$ cat src/rtl/delay_pkg.sv
// Shared definitions for the variable delay line: delay clamping, dly width
// derivation and the drop counter width.
package delay_pkg;

  localparam int DROP_CNT_W = 16;

  // Width needed to carry any requested delay 0..max_d.
  function automatic int dly_width(input int max_d);
    return $clog2(max_d + 1);
  endfunction

  // Effective delay: requests outside 1..max_d are pinned to the nearest bound.
  function automatic int clamp_dly(input int d, input int max_d);
    if (d < 1) return 1;
    if (d > max_d) return max_d;
    return d;
  endfunction

endpackage

$ cat src/rtl/delay_ram.sv
// Simple dual-port storage for the delay line: one write port, one registered
// read port with read-before-write behaviour, no reset on the contents.
module delay_ram #(
  parameter int WIDTH = 64,
  parameter int DEPTH = 16,
  parameter int A_W   = 4
) (
  input  logic             clk,
  input  logic             we,
  input  logic [A_W-1:0]   waddr,
  input  logic [WIDTH-1:0] wdata,
  input  logic [A_W-1:0]   raddr,
  output logic [WIDTH-1:0] rdata
);

  logic [WIDTH-1:0] mem [DEPTH];

  // Reading the slot being overwritten returns the old entry, which is what
  // gives the full MAX_D cycle delay when the read and write addresses meet.
  always_ff @(posedge clk) begin
    if (we) mem[waddr] <= wdata;
    rdata <= mem[raddr];
  end

endmodule

$ cat src/rtl/delay_var.sv
// Runtime-programmable delay line for multi-lane data with a valid qualifier.
// Optional build macro DELAY_STATUS_EN adds the drop_cnt status output.
module delay_var
  import delay_pkg::*;
#(
  parameter int BITWIDTH  = 64,
  parameter int CHANNELS  = 1,
  parameter int MAX_D     = 16,
  parameter int DEFAULT_D = 1,
  parameter int D_W       = dly_width(MAX_D)
) (
  input  logic                         clk,
  input  logic                         rst,
  input  logic [CHANNELS*BITWIDTH-1:0] din,
  input  logic                         din_valid,
  input  logic [D_W-1:0]               dly,
  output logic [CHANNELS*BITWIDTH-1:0] dout,
  output logic                         dout_valid,
  output logic                         dly_clamped
`ifdef DELAY_STATUS_EN
  ,
  output logic [DROP_CNT_W-1:0]        drop_cnt
`endif
);

  localparam int W   = CHANNELS * BITWIDTH;
  localparam int A_W = $clog2(MAX_D);

  logic [D_W-1:0]   l_next;
  logic [D_W-1:0]   dly_q;
  logic [D_W-1:0]   dly_prev;
  logic             chg;
  logic [A_W-1:0]   wr_ptr;
  logic [D_W:0]     rd_raw;
  logic [A_W-1:0]   rd_idx;
  logic [A_W-1:0]   tap;
  logic [MAX_D-1:0] vld_hist;
  logic [W-1:0]     rd_data_p1;
  logic             rst_p1;

  // ---- stage 0: delay request, pointer arithmetic ----
  assign l_next = D_W'(clamp_dly(int'(dly), MAX_D));
  assign chg    = (dly_q != dly_prev);
  assign tap    = A_W'(dly_q - 1'b1);

  always_comb begin
    rd_raw = (D_W+1)'(wr_ptr) + (D_W+1)'(MAX_D) - (D_W+1)'(dly_q);
    if (rd_raw >= (D_W+1)'(MAX_D))
      rd_idx = A_W'(rd_raw - (D_W+1)'(MAX_D));
    else
      rd_idx = A_W'(rd_raw);
  end

  delay_ram #(
    .WIDTH (W),
    .DEPTH (MAX_D),
    .A_W   (A_W)
  ) u_ram (
    .clk   (clk),
    .we    (1'b1),
    .waddr (wr_ptr),
    .wdata (din),
    .raddr (rd_idx),
    .rdata (rd_data_p1)
  );

  // ---- stage 1: registered control and valid history ----
  always_ff @(posedge clk) begin
    if (rst) begin
      wr_ptr      <= '0;
      dly_q       <= D_W'(DEFAULT_D);
      dly_prev    <= D_W'(DEFAULT_D);
      dly_clamped <= 1'b0;
      vld_hist    <= '0;
      dout_valid  <= 1'b0;
      rst_p1      <= 1'b1;
    end else begin
      wr_ptr      <= (wr_ptr == A_W'(MAX_D - 1)) ? '0 : wr_ptr + 1'b1;
      dly_q       <= l_next;
      dly_prev    <= dly_q;
      dly_clamped <= (l_next != dly);
      rst_p1      <= 1'b0;
      // A delay change flushes every sample captured under the old delay;
      // the sample arriving in the change cycle itself is kept.
      if (chg) begin
        vld_hist   <= {{(MAX_D-1){1'b0}}, din_valid};
        dout_valid <= 1'b0;
      end else begin
        vld_hist   <= {vld_hist[MAX_D-2:0], din_valid};
        dout_valid <= vld_hist[tap];
      end
    end
  end

  // Data storage carries no reset, so the first output after reset is forced
  // to zero here rather than in the RAM.
  assign dout = rst_p1 ? '0 : rd_data_p1;

`ifdef DELAY_STATUS_EN
  logic [D_W-1:0] drop_n;

  function automatic logic [DROP_CNT_W-1:0] sat_add(
    input logic [DROP_CNT_W-1:0] a,
    input logic [D_W-1:0]        b
  );
    logic [DROP_CNT_W:0] s;
    s = {1'b0, a} + (DROP_CNT_W+1)'(b);
    return s[DROP_CNT_W] ? {DROP_CNT_W{1'b1}} : s[DROP_CNT_W-1:0];
  endfunction

  // Valid samples still in flight under the old delay are the ones discarded.
  always_comb begin
    drop_n = '0;
    for (int i = 0; i < MAX_D; i++)
      if (i < int'(dly_prev)) drop_n = drop_n + D_W'(vld_hist[i]);
  end

  always_ff @(posedge clk) begin
    if (rst)
      drop_cnt <= '0;
    else if (chg)
      drop_cnt <= sat_add(drop_cnt, drop_n);
  end
`endif

endmodule
$ cat config.mk
export PLATFORM = sky130hd
export DESIGN_NAME = delay_var
export DESIGN_NICKNAME = d
export VERILOG_FILES = /design/src/rtl/delay_pkg.sv /design/src/rtl/delay_ram.sv /design/src/rtl/delay_var.sv
export SDC_FILE = /design/constraint.sdc
export NUM_CORES = 1
export LEC_CHECK = 0
export ABC_AREA = 1
export BUFFER_PORTS_ARGS = -buffer_cell sky130_fd_sc_hd__buf_2
export CAP_MARGIN = 20
export CELL_PAD_IN_SITES_DETAIL_PLACEMENT = 1
export CELL_PAD_IN_SITES_GLOBAL_PLACEMENT = 1
export CORE_MARGIN = 2
export CORE_UTILIZATION = 46
export DETAILED_ROUTE_END_ITERATION = 8
export GPL_ROUTABILITY_DRIVEN = 0
export PLACE_DENSITY = 0.75
export SLEW_MARGIN = 20
export SYNTH_ARGS = -nofsm -noshare
export SYNTH_HDL_FRONTEND = slang
export SYNTH_SLANG_ARGS = --single-unit
export TNS_END_PERCENT = 1
$ cat constraint.sdc
create_clock -name clk -period 4 [get_ports clk]
set_input_delay 0.6 -clock clk [delete_from_list [all_inputs] [get_ports clk]]
set_output_delay 0.6 -clock clk [all_outputs]
set_load 0.01 [all_outputs]
# --- Yosys cells after proc, flatten, opt, wreduce, memory -nomap -nowiden ---
# Memory sizes are Yosys's and may differ from the RTL's. A register that Yosys moved wholly into a read port is not among the register bits.
# Index checks and enable logic that the tools add are counted.
classes:
  add_sub_neg: 5
  n_lt_le_gt_ge: 4
  n_eq_ne: 3
  n_mux: 12
  reduce_logical: 2
op_table:
  columns: ["cell", "count"]
  rows:
  - ["two-way mux 64 bit", 1]
  - ["two-way mux 5 bit", 3]
  - ["inequality test 5 bit", 2]
  - ["subtractor 4 x 1 -> 4 bit (second input constant)", 2]
  - ["adder 4 x 5 -> 6 bit (second input constant)", 1]
  - ["greater-or-equal comparator 6 x 5 -> 1 bit (second input constant)", 1]
  - ["two-way mux 1 bit", 6]
  - ["subtractor 6 x 5 -> 6 bit", 1]
  - ["greater-than comparator 5 bit (second input constant)", 1]
  - ["< comparator 4 x 5 -> 1 bit (second input constant)", 1]
  - ["< comparator 5 x 1 -> 1 bit (second input constant)", 1]
  - ["adder 4 x 1 -> 4 bit (second input constant)", 1]
  - ["binary-select mux 1 bit (select 4 bit)", 1]
  - ["== test 4 bit (second input constant)", 1]
  - ["two-way mux 4 bit", 1]
  - ["OR reduction 2 bit", 2]
totals:
  register_bits: 33
  ramBits: 1024
  output_inout_bits: 66
  wordCells: 35
  mem_count: 1
mem_list:
  columns: ["memory", "depth", "word_bits", "read_ports", "rd_clocked_by_memory_dff", "write_ports", "line", "text"]
  rows:
  - ["u_ram.mem", 16, 64, 1, 1, 1, "delay_ram.sv:16", "logic [WIDTH-1:0] mem [DEPTH];"]

# --- Depth between registers and ports, before layout ---
# Gate-level depths: netlist of run 1.
logic_depth:
  depth_word: 6
  mapped_depth: 12
  ltp_nobuf: 9

# --- Hierarchy ---
# From an unflattened synthesis of run 1, not the netlist that was laid out.
unflattened:
  hier_cells: 4519
  hier_area_um2: 47184.0
modules_own_cells:
  columns: ["module", "n_inst", "cells_per_inst", "area_per_inst_um2"]
  rows:
  - ["delay_ram", 1, 4210, 45285.9]
  - ["delay_var", 1, 309, 1898.1]

# --- Worst setup path after synthesis of run 1 ---
# OpenSTA, ideal clock, no wires.
synth_path:
  kind: "register to register"
  start: "register wr_ptr[1]"
  end: "memory u_ram.mem[15][0] (enable)"
  setup_time_ns: 0.486
  arrival_time_ns: 3.367
  required_ns: 3.514
  setup_slack_ns: 0.147
  stages_incl_launch_ff: 4
  n_path_buf: 0
  period_less_slack_ns: 3.853
  cell_sequence: "dfxtp_1 ha_1 inv_1 nor2_1"
synth_rtl:
  columns: ["element", "line", "text"]
  rows:
  - ["start: declaration", "delay_var.sv:33", "logic [A_W-1:0] wr_ptr;"]
  - ["start signal: assignment", "delay_var.sv:78", "wr_ptr <= (wr_ptr == A_W'(MAX_D - 1)) ? '0 : wr_ptr + 1'b1;"]
  - ["end: declaration", "delay_ram.sv:16", null]
# Straight into the memory's write port.

# --- Worst setup path in the final report of run 1 ---
layout_path:
  start: "register dly_q[0]"
  end: "register u_ram.rdata[35], read port of u_ram.mem"
layout_between:
  elab_chain_len: 3
  word_cells_on_any_way: 4
layout_lines:
  columns: ["element", "line", "text"]
  rows:
  - ["start: declaration", "delay_var.sv:30", "logic [D_W-1:0] dly_q;"]
  - ["start signal: assignment", "delay_var.sv:71", "dly_q <= D_W'(DEFAULT_D);"]
  - ["start signal: assignment", "delay_var.sv:79", "dly_q <= l_next;"]
  - ["subtractor 6 x 5 -> 6 bit (*)", "delay_var.sv:47", "rd_raw = (D_W+1)'(wr_ptr) + (D_W+1)'(MAX_D) - (D_W+1)'(dly_q);"]
  - ["greater-or-equal comparator 6 x 5 -> 1 bit or subtractor 4 x 1 -> 4 bit (tied branches)", "delay_var.sv:48, delay_var.sv:49", null]
  - ["two-way mux 4 bit (*)", "delay_var.sv:48", "if (rd_raw >= (D_W+1)'(MAX_D))"]
  - ["end: declaration", "delay_ram.sv:13", "output logic [WIDTH-1:0] rdata"]
# Every way passes the cells marked *; elsewhere a longest branch is shown, timed or not.
# A chain may end at the register's enable or synchronous reset.

==> implementation parameters, run 1 <==
Parameter                              Value

Finish
  Area of all placed cells without fillers ... 51000 um2
  Area overhead of the layout relative to synthesis ... 13.5%
  Share of final-layout standard cells stronger than drive strength 1 ... 0.114
  Number of non-filler instances in the completed layout ... 5107
  # nets final ... 3803
  Count of fill cells added during filler insertion ... 9843

Synthesis
  Combined area of all synthesized cells ... 44900 um2
  Ys Warns ... 0
  Post-synth EDFFs ... 1024
  Gate Count Post-Synth ... 3622
  Synth cell types ... 28
  Syn_area_per_cell ... 12.4 um2
  Synth async-reset ratio ... 0
  Top cells by count, synth ... 1024 x sky130_fd_sc_hd__edfxtp_1, 615 x sky130_fd_sc_hd__inv_1, 417 x sky130_fd_sc_hd__nand2_1
  Number of register bits inferred by synthesis ... 1121
  Net Count, Synth ... 3703
  Cell taking the most area after synthesis ... sky130_fd_sc_hd__edfxtp_1
  Fraction of the yosys area taken by sequential cells ... 0.728
  Cell with the most instances after synthesis ... sky130_fd_sc_hd__edfxtp_1
  Primary flip-flop cell chosen by synthesis mapping ... sky130_fd_sc_hd__edfxtp_1
  Share of the synthesized area in the top cell type ... 0.685
  Cell types with the largest area share after synthesis ... sky130_fd_sc_hd__edfxtp_1 68%, sky130_fd_sc_hd__inv_1 5.1%, sky130_fd_sc_hd__o211ai_1 4.8%

Placed design
  Post-placement cell area ... 47100 um2
  Number of placed cells counting well taps ... 4883
  Port bufs ... 137
  Post-placement setup slack ... 0.886 ns
  Detailed Place HPWL ... 63.0 mm

Critical path
  Type of destination of the critical path ... register
  Capture instance of the worst register-to-register path ... u_ram.rdata[35]
  Startpoint of the worst-slack reg-to-reg timing path ... dly_q[0]
  Most Frequent Cell on Critical Path ... sky130_fd_sc_hd__nand3_1
  Worst path top cell family by delay ... adder cells
  Max stage delay on crit path ... 0.98 ns
  Library cell contributing the largest single delay on the critical path ... sky130_fd_sc_hd__fa_4
  Buf+Inv Stages, Crit Path ... 2
  Worst endpoint required time ... 4.60 ns
  Ordered list of cells on the worst path ... ha_4, inv_1, fa_4, buf_12, o211ai_1, nand3_1, nand3_1, o21ai_1
  Data arrival time of the critical path ... 3.75 ns
  Critical setup path kind ... reg2reg
  Setup crit start kind ... register
  FF-to-FF path depth ... 8
  Maximum net fanout on the critical path ... 111
  Minimum setup slack among reg-to-reg paths ... 0.85 ns

Timing
  Worst-Margin Slew ... 1.13 ns
  Least setup slack across all paths after layout ... 0.850 ns
  Highest Clock Rate ... 317 MHz
  Clock tree skew after final layout ... 0.0343 ns
  Headroom to the max-slew limit ... 0.248
  Max-slew violation count ... 0
  Accumulated negative setup slack ... 0 ns
  Setup Viol. Count Final ... 0
  Crit share post-route ... 0.788
  Final Hold Fails ... 0
  Fin crit period ... 3.15 ns
  Setup repair after global routing missed its margin ... false

CTS
  H-tree levels ... 3
  Resize count post-CTS ... 0
  CTS tree ... done
  Number of buffers inserted by hold repair at cts ... 0
  TritonCTS buffer count ... 113
  Root buffer selected by CTS ... sky130_fd_sc_hd__clkbuf_16
  Sink count of the clock tree ... 1121
  Max Root-Sink Buffers ... 3
  Clock Pin Slew Worst Setup and Hold Paths ... 0.06 ns
  Setup repair bufs after CTS ... 0
  Source-to-sink clock delay at the later pin of the worst-skew pair ... 0.72 ns

Worst hold path
  Min-Delay Path Depth ... 3
  WHS Endpoint ... vld_hist[0]
  Hold Crit Class ... in2reg
  Startpoint of the tightest hold check path ... din_valid

Die
  Placeable core region ... 96700 um2
  Die area ... 100000 um2
  Vertical die dimension ... 316 um
  Initial Util ... 0.464
  Ports ... 138
  Die width ... 316 um
  Cell row count ... 114

Global route
  Vias in the first global route ... 30233
  Wire length of the first global-routing pass ... 181 mm
  Global route total overflow ... 0
  Initial antenna violation count ... 16
  Gr usage total ... 0.239
  Pin count of the biggest net entering global routing ... 147

Flow run
  Max-Cap Viols ... 0

Power
  Power density of the placed cells ... 569 nW/um2
  Worst vdd rail ir drop ... 385 uV
  Total leakage power ... 0.0192 uW
  Total power ... 29000 uW

Routing
  Wirelength, routed ... 119 mm
  Residual antenna-violating net count after detailed routing ... 0
  Final routed wire length divided by cell count ... 23.3 um
  Vias/cell ... 5.50
  Detailed Route Iter0 Violations ... 2336
  TritonRoute pass-1 iters ... 5
  Post-route DRC ... 0
  Via total after detailed routing ... 28096

Run status
  Run status ... complete, no violations
## tightest hold or removal path, delay by kind of cell
family / cells / cell delay, ns
buffers and inverters: 2 / 0.10
AND/OR/NAND/NOR: 1 / 0.07
## report_power, final
group          total (uW)  switching [uW]  internal, uW
Clock               11000            4580          6420
Sequential          13600             245         13400
Combinational        4400            3040          1350
## kinds of logic after synthesis
logic type      count (synthesis)  share of synthesized area
simple gates                  867                     0.0821
compound gates                781                      0.109
flops                        1121                      0.728
buf+inv                       839                     0.0776
fa+ha+maj                       9                    0.00268
xor+xnor                        5                   0.000975
## how the worst max path moves through the flow
stage / slack [ns] / end / start / cells past startpoint
detailed placement: 0.89 / u_ram.rdata[11] / dly_q[0] / 9
global placement: 1.03 / u_ram.rdata[24] / dly_q[0] / 9
finish: 0.85 / u_ram.rdata[35] / dly_q[0] / 8
floorplan: 0.15 / u_ram.mem[15][0] / wr_ptr[1] / 3
global route: 0.68 / u_ram.rdata[47] / dly_q[0] / 9
CTS: 0.88 / u_ram.rdata[47] / dly_q[0] / 9
## layout make-up
type | instances | area [um2] | share of cell area
Sequential cell | 1121 | 32700 | 0.641
Multi-Input combinational cell | 1662 | 8890 | 0.174
Clock buffer | 138 | 2940 | 0.0577
Inverter | 616 | 2320 | 0.0455
Tap cell | 1276 | 1600 | 0.0313
Timing Repair Buffer | 208 | 1590 | 0.0313
Clock inverter | 77 | 923 | 0.0181
Antenna cell | 9 | 22.5 | 0.000442
## layer usage
layer / GRT usage / up-vias / part of all wire
li1: - / 12865 / -
met1: 0.313 / 14325 / 0.42
met2: 0.409 / 692 / 0.51
met3: 0.0319 / 208 / 0.047
met4: 0.0879 / 6 / 0.029
met5: 0 / - / 0.00030
## layout by cell type (no fill, tap or decap), types with 9 or more instances in the layout
cell type	Yosys	final
sky130_fd_sc_hd__o211ai_1	288	288
sky130_fd_sc_hd__clkinv_2	0	22
sky130_fd_sc_hd__buf_2	116	137
sky130_fd_sc_hd__clkinv_1	0	21
sky130_fd_sc_hd__clkbuf_1	68	23
sky130_fd_sc_hd__dfxtp_1	97	96
sky130_fd_sc_hd__a21oi_1	200	200
sky130_fd_sc_hd__o211ai_2	32	32
sky130_fd_sc_hd__inv_1	615	614
sky130_fd_sc_hd__bufinv_16	0	18
sky130_fd_sc_hd__clkbuf_16	0	113
sky130_fd_sc_hd__diode_2	0	9
sky130_fd_sc_hd__buf_12	1	30
sky130_fd_sc_hd__nand2_1	417	417
sky130_fd_sc_hd__nor2_1	109	93
sky130_fd_sc_hd__buf_4	4	41
sky130_fd_sc_hd__o21ai_0	204	204
sky130_fd_sc_hd__edfxtp_1	1024	1024
sky130_fd_sc_hd__nand3_1	336	336
sky130_fd_sc_hd__o21ai_1	54	54
sky130_fd_sc_hd__nor2_4	0	16
## metrics by stage
stage | hold slack, ns | utilization
after floorplan | 0.416 | -
after global placement | 0.421 | 0.487
after detailed placement | 0.430 | 0.487
after CTS | 0.0933 | 0.527
after global routing | 0.118 | 0.527
final | 0.122 | 0.527
## sequential cells by signal, indices dropped and copies added (netlist names)
register,cells
u_ram.mem,1024
u_ram.rdata,64
vld_hist,16
dly_prev,5
dly_q,5
wr_ptr,4
dly_clamped,1
dout_valid,1
rst_p1,1
Note: power is estimated with default switching activity, not from simulation.
==> run 2: changes to the inputs <==
==> constraint.sdc (replaced) <==
create_clock -name clk -period 2.69 [get_ports clk]
set_input_delay 0.4035 -clock clk [delete_from_list [all_inputs] [get_ports clk]]
set_output_delay 0.4035 -clock clk [all_outputs]
set_load 0.01 [all_outputs]
==> implementation parameters, run 2 (synthesis results as in run 1) <==
Parameter                              Value

Die
  Die width ... 316 um (unchanged)
  Die area ... 100000 um2 (unchanged)
  Placeable core region ... 96700 um2 (unchanged)
  Vertical die dimension ... 316 um (unchanged)
  Initial Util ... 0.464 (unchanged)
  Ports ... 138 (unchanged)
  Cell row count ... 114 (unchanged)

Routing
  Wirelength, routed ... 122 mm (was 119 mm)
  Post-route DRC ... 0 (unchanged)
  TritonRoute pass-1 iters ... 5 (unchanged)
  Residual antenna-violating net count after detailed routing ... 0 (unchanged)
  Vias/cell ... 5.55 (was 5.50)
  Via total after detailed routing ... 28649 (was 28096)
  Final routed wire length divided by cell count ... 23.7 um (was 23.3 um)
  Detailed Route Iter0 Violations ... 2426 (was 2336)

Finish
  Count of fill cells added during filler insertion ... 9763 (was 9843)
  Number of flip-flops under the largest register name ... 1024 (unchanged)
  Area of the multi-input gates ... 8890 um2 (about the same)
  Biggest register ... u_ram.mem (unchanged)
  Regs by FF count ... u_ram.mem: 1024 flops, u_ram.rdata: 64 flops, vld_hist: 16 flops (unchanged)
  Most common cell after layout, fill and taps aside ... sky130_fd_sc_hd__edfxtp_1 (unchanged)
  Area of all placed cells without fillers ... 51800 um2 (was 51000 um2)
  Area overhead of the layout relative to synthesis ... 15.4% (was 13.5%)
  # nets final ... 3860 (was 3803)
  Commonest non-fill, non-tap cells in the layout ... 1024 x sky130_fd_sc_hd__edfxtp_1, 613 x sky130_fd_sc_hd__inv_1, 417 x sky130_fd_sc_hd__nand2_1 (was 1024 x sky130_fd_sc_hd__edfxtp_1, 614 x sky130_fd_sc_hd__inv_1, 417 x sky130_fd_sc_hd__nand2_1)
  Core utilization of the finished layout ... 0.536 (was 0.527)
  Share of final-layout standard cells stronger than drive strength 1 ... 0.126 (was 0.114)
  Sequential standard cell area ... 32700 um2 (unchanged)

Critical path
  End of the critical path ... u_ram.rdata[31] (was u_ram.rdata[35])
  Worst endpoint required time ... 3.26 ns (was 4.60 ns)
  Startpoint of the worst-slack reg-to-reg timing path ... wr_ptr[0] (was dly_q[0])
  Minimum setup slack among reg-to-reg paths ... -0.02 ns (was 0.85 ns)
  Maximum net fanout on the critical path ... 16 (was 111)
  Crit. path cell count ... 12 (was 8)
  Max stage delay on crit path ... 0.91 ns (was 0.98 ns)
  Critical setup path kind ... reg2reg (unchanged)
  Worst path top cell family by delay ... adder cells (unchanged)
  Setup crit start kind ... register (unchanged)
  Data arrival time of the critical path ... 3.28 ns (was 3.75 ns)
  Type of destination of the critical path ... register (unchanged)
  FF-to-FF path depth ... 12 (was 8)
  Library cell contributing the largest single delay on the critical path ... sky130_fd_sc_hd__fa_4 (unchanged)
  Capture instance of the worst register-to-register path ... u_ram.rdata[31] (was u_ram.rdata[35])
  Ordered list of cells on the worst path ... inv_2, ha_4, inv_1, fa_4, buf_12, buf_16, buf_16, a21oi_1, o21ai_0, nand3_1, nand3_1, o21ai_1 (was ha_4, inv_1, fa_4, buf_12, o211ai_1, nand3_1, nand3_1, o21ai_1)
  Start point of the critical path ... wr_ptr[0] (was dly_q[0])
  Buf+Inv Stages, Crit Path ... 5 (was 2)

CTS
  Source-to-sink clock delay at the later pin of the worst-skew pair ... 0.71 ns (was 0.72 ns)
  Root buffer selected by CTS ... sky130_fd_sc_hd__clkbuf_16 (unchanged)
  TritonCTS buffer count ... 114 (was 113)
  H-tree levels ... 3 (unchanged)
  Sink count of the clock tree ... 1121 (unchanged)
  CTS tree ... done (unchanged)
  Clock Pin Slew Worst Setup and Hold Paths ... 0.06 ns (about the same)
  Max Root-Sink Buffers ... 3 (unchanged)

Power
  Total leakage power ... 0.0196 uW (was 0.0192 uW)
  Worst vdd rail ir drop ... 555 uV (was 385 uV)
  Power density of the placed cells ... 836 nW/um2 (was 569 nW/um2)
  Total power ... 43300 uW (was 29000 uW)

Global route
  Vias in the first global route ... 30049 (was 30233)
  Gr usage total ... 0.239 (about the same)
  Pin count of the biggest net entering global routing ... 149 (was 147)
  Initial antenna violation count ... 17 (was 16)
  Global route total overflow ... 0 (unchanged)
  Wire length of the first global-routing pass ... 180 mm (was 181 mm)

Placed design
  Post-placement setup slack ... 0.0681 ns (was 0.886 ns)
  Detailed Place HPWL ... 63.3 mm (was 63.0 mm)
  Post-placement cell area ... 47600 um2 (was 47100 um2)
  Port bufs ... 137 (unchanged)

Run status
  Run status ... finished, violations left (was complete, no violations)
  Violated checks ... negative setup slack

Timing
  Clock tree skew after final layout ... 0.0277 ns (was 0.0343 ns)
  Final Hold Fails ... 0 (unchanged)
  Worst-Margin Slew ... 0.720 ns (was 1.13 ns)
  Max-slew violation count ... 0 (unchanged)
  Headroom to the max-slew limit ... 0.520 (was 0.248)
  Fin crit period ... 2.71 ns (was 3.15 ns)
  Highest Clock Rate ... 368 MHz (was 317 MHz)
  Least setup slack across all paths after layout ... -0.0248 ns (was 0.850 ns)
  Setup repair after global routing missed its margin ... true (was false)
  Crit share post-route ... 1.01 (was 0.788)
  Smallest hold slack ... 0.0506 ns (was 0.122 ns)
  Setup Viol. Count Final ... 1 (was 0)

Flow run
  Max-Cap Viols ... 0 (unchanged)

Worst hold path
  Hold Crit Class ... in2reg (unchanged)
-- run 2: cell types whose count changed in the layout (fill, tap and decap cells not counted), moves of 5 or more --
cell / before / now
sky130_fd_sc_hd__dlygate4sd3_1: 0 / 5
sky130_fd_sc_hd__bufinv_16: 18 / 9
sky130_fd_sc_hd__clkbuf_8: 2 / 10
sky130_fd_sc_hd__buf_4: 41 / 55
sky130_fd_sc_hd__clkbuf_16: 113 / 124
sky130_fd_sc_hd__buf_12: 30 / 52
sky130_fd_sc_hd__buf_16: 0 / 5
-- run 2: repair_timing --
item | in CTS | in global routing
buffers inserted | 0 | 12
gates resized for setup | 0 | 12
endpoints found under the setup margin | 0 | 25
endpoints found under the hold margin | 5 | 0
hold buffers | 5 | 0
-- run 2: how the worst min path moves through the flow --
stage                             from                to  slack [ns]  cells past startpoint
after floorplan           vld_hist[10]      vld_hist[11]        0.42                      2
after global placement     vld_hist[4]       vld_hist[5]        0.42                      2
after detailed placement  vld_hist[14]      vld_hist[15]        0.43                      2
after CTS                       dly[0]          dly_q[0]        0.02                      3
after global routing           din[34]  u_ram.mem[4][34]        0.05                      1
final                           dly[0]          dly_q[0]        0.05                      3
-- run 2: worst register-to-register path, stage by stage, from the launching register on --
cell                      delay (ns)
sky130_fd_sc_hd__dfxtp_1        0.32
sky130_fd_sc_hd__inv_2          0.09
sky130_fd_sc_hd__ha_4           0.12
sky130_fd_sc_hd__inv_1          0.06
sky130_fd_sc_hd__fa_4           0.91
sky130_fd_sc_hd__buf_12         0.13
sky130_fd_sc_hd__buf_16         0.17
sky130_fd_sc_hd__buf_16         0.21
sky130_fd_sc_hd__a21oi_1        0.07
sky130_fd_sc_hd__o21ai_0        0.14
sky130_fd_sc_hd__nand3_1        0.17
sky130_fd_sc_hd__nand3_1        0.12
sky130_fd_sc_hd__o21ai_1        0.07
-- run 2: metal layers --
metal	GRT usage	vias up	wire length [um]
li1	-	13001	-
met1	0.307	14569	50300
met2	0.411	815	61300
met3	0.0368	250	6720
met4	0.0889	14	3720
met5	0	-	88
-- run 2: through the flow --
step,setup TNS (ns),std cells
6_report,-0.0248,5163
5_1_grt,-0.251,5161
4_1_cts,0,5136
3_5_place_dp,0,4914
3_3_place_gp,0,4914
2_1_floorplan,-87.45,3622
-- run 2: area by class of cell --
class                      count  area share
timing repair buffer         264      0.0492
multi-input combinational   1662       0.172
clock inverter                68      0.0116
tap                         1276      0.0308
sequential                  1121       0.631
clock buffer                 149      0.0604
inverter                     616      0.0448
antenna                        7    0.000338
-- run 2: where the power goes --
part | switching [uW] | internal, uW | total (uW)
combinational | 4790 | 2530 | 7330
sequential | 356 | 19900 | 20200
clock | 6730 | 9040 | 15800
total | 11900 | 31500 | 43300
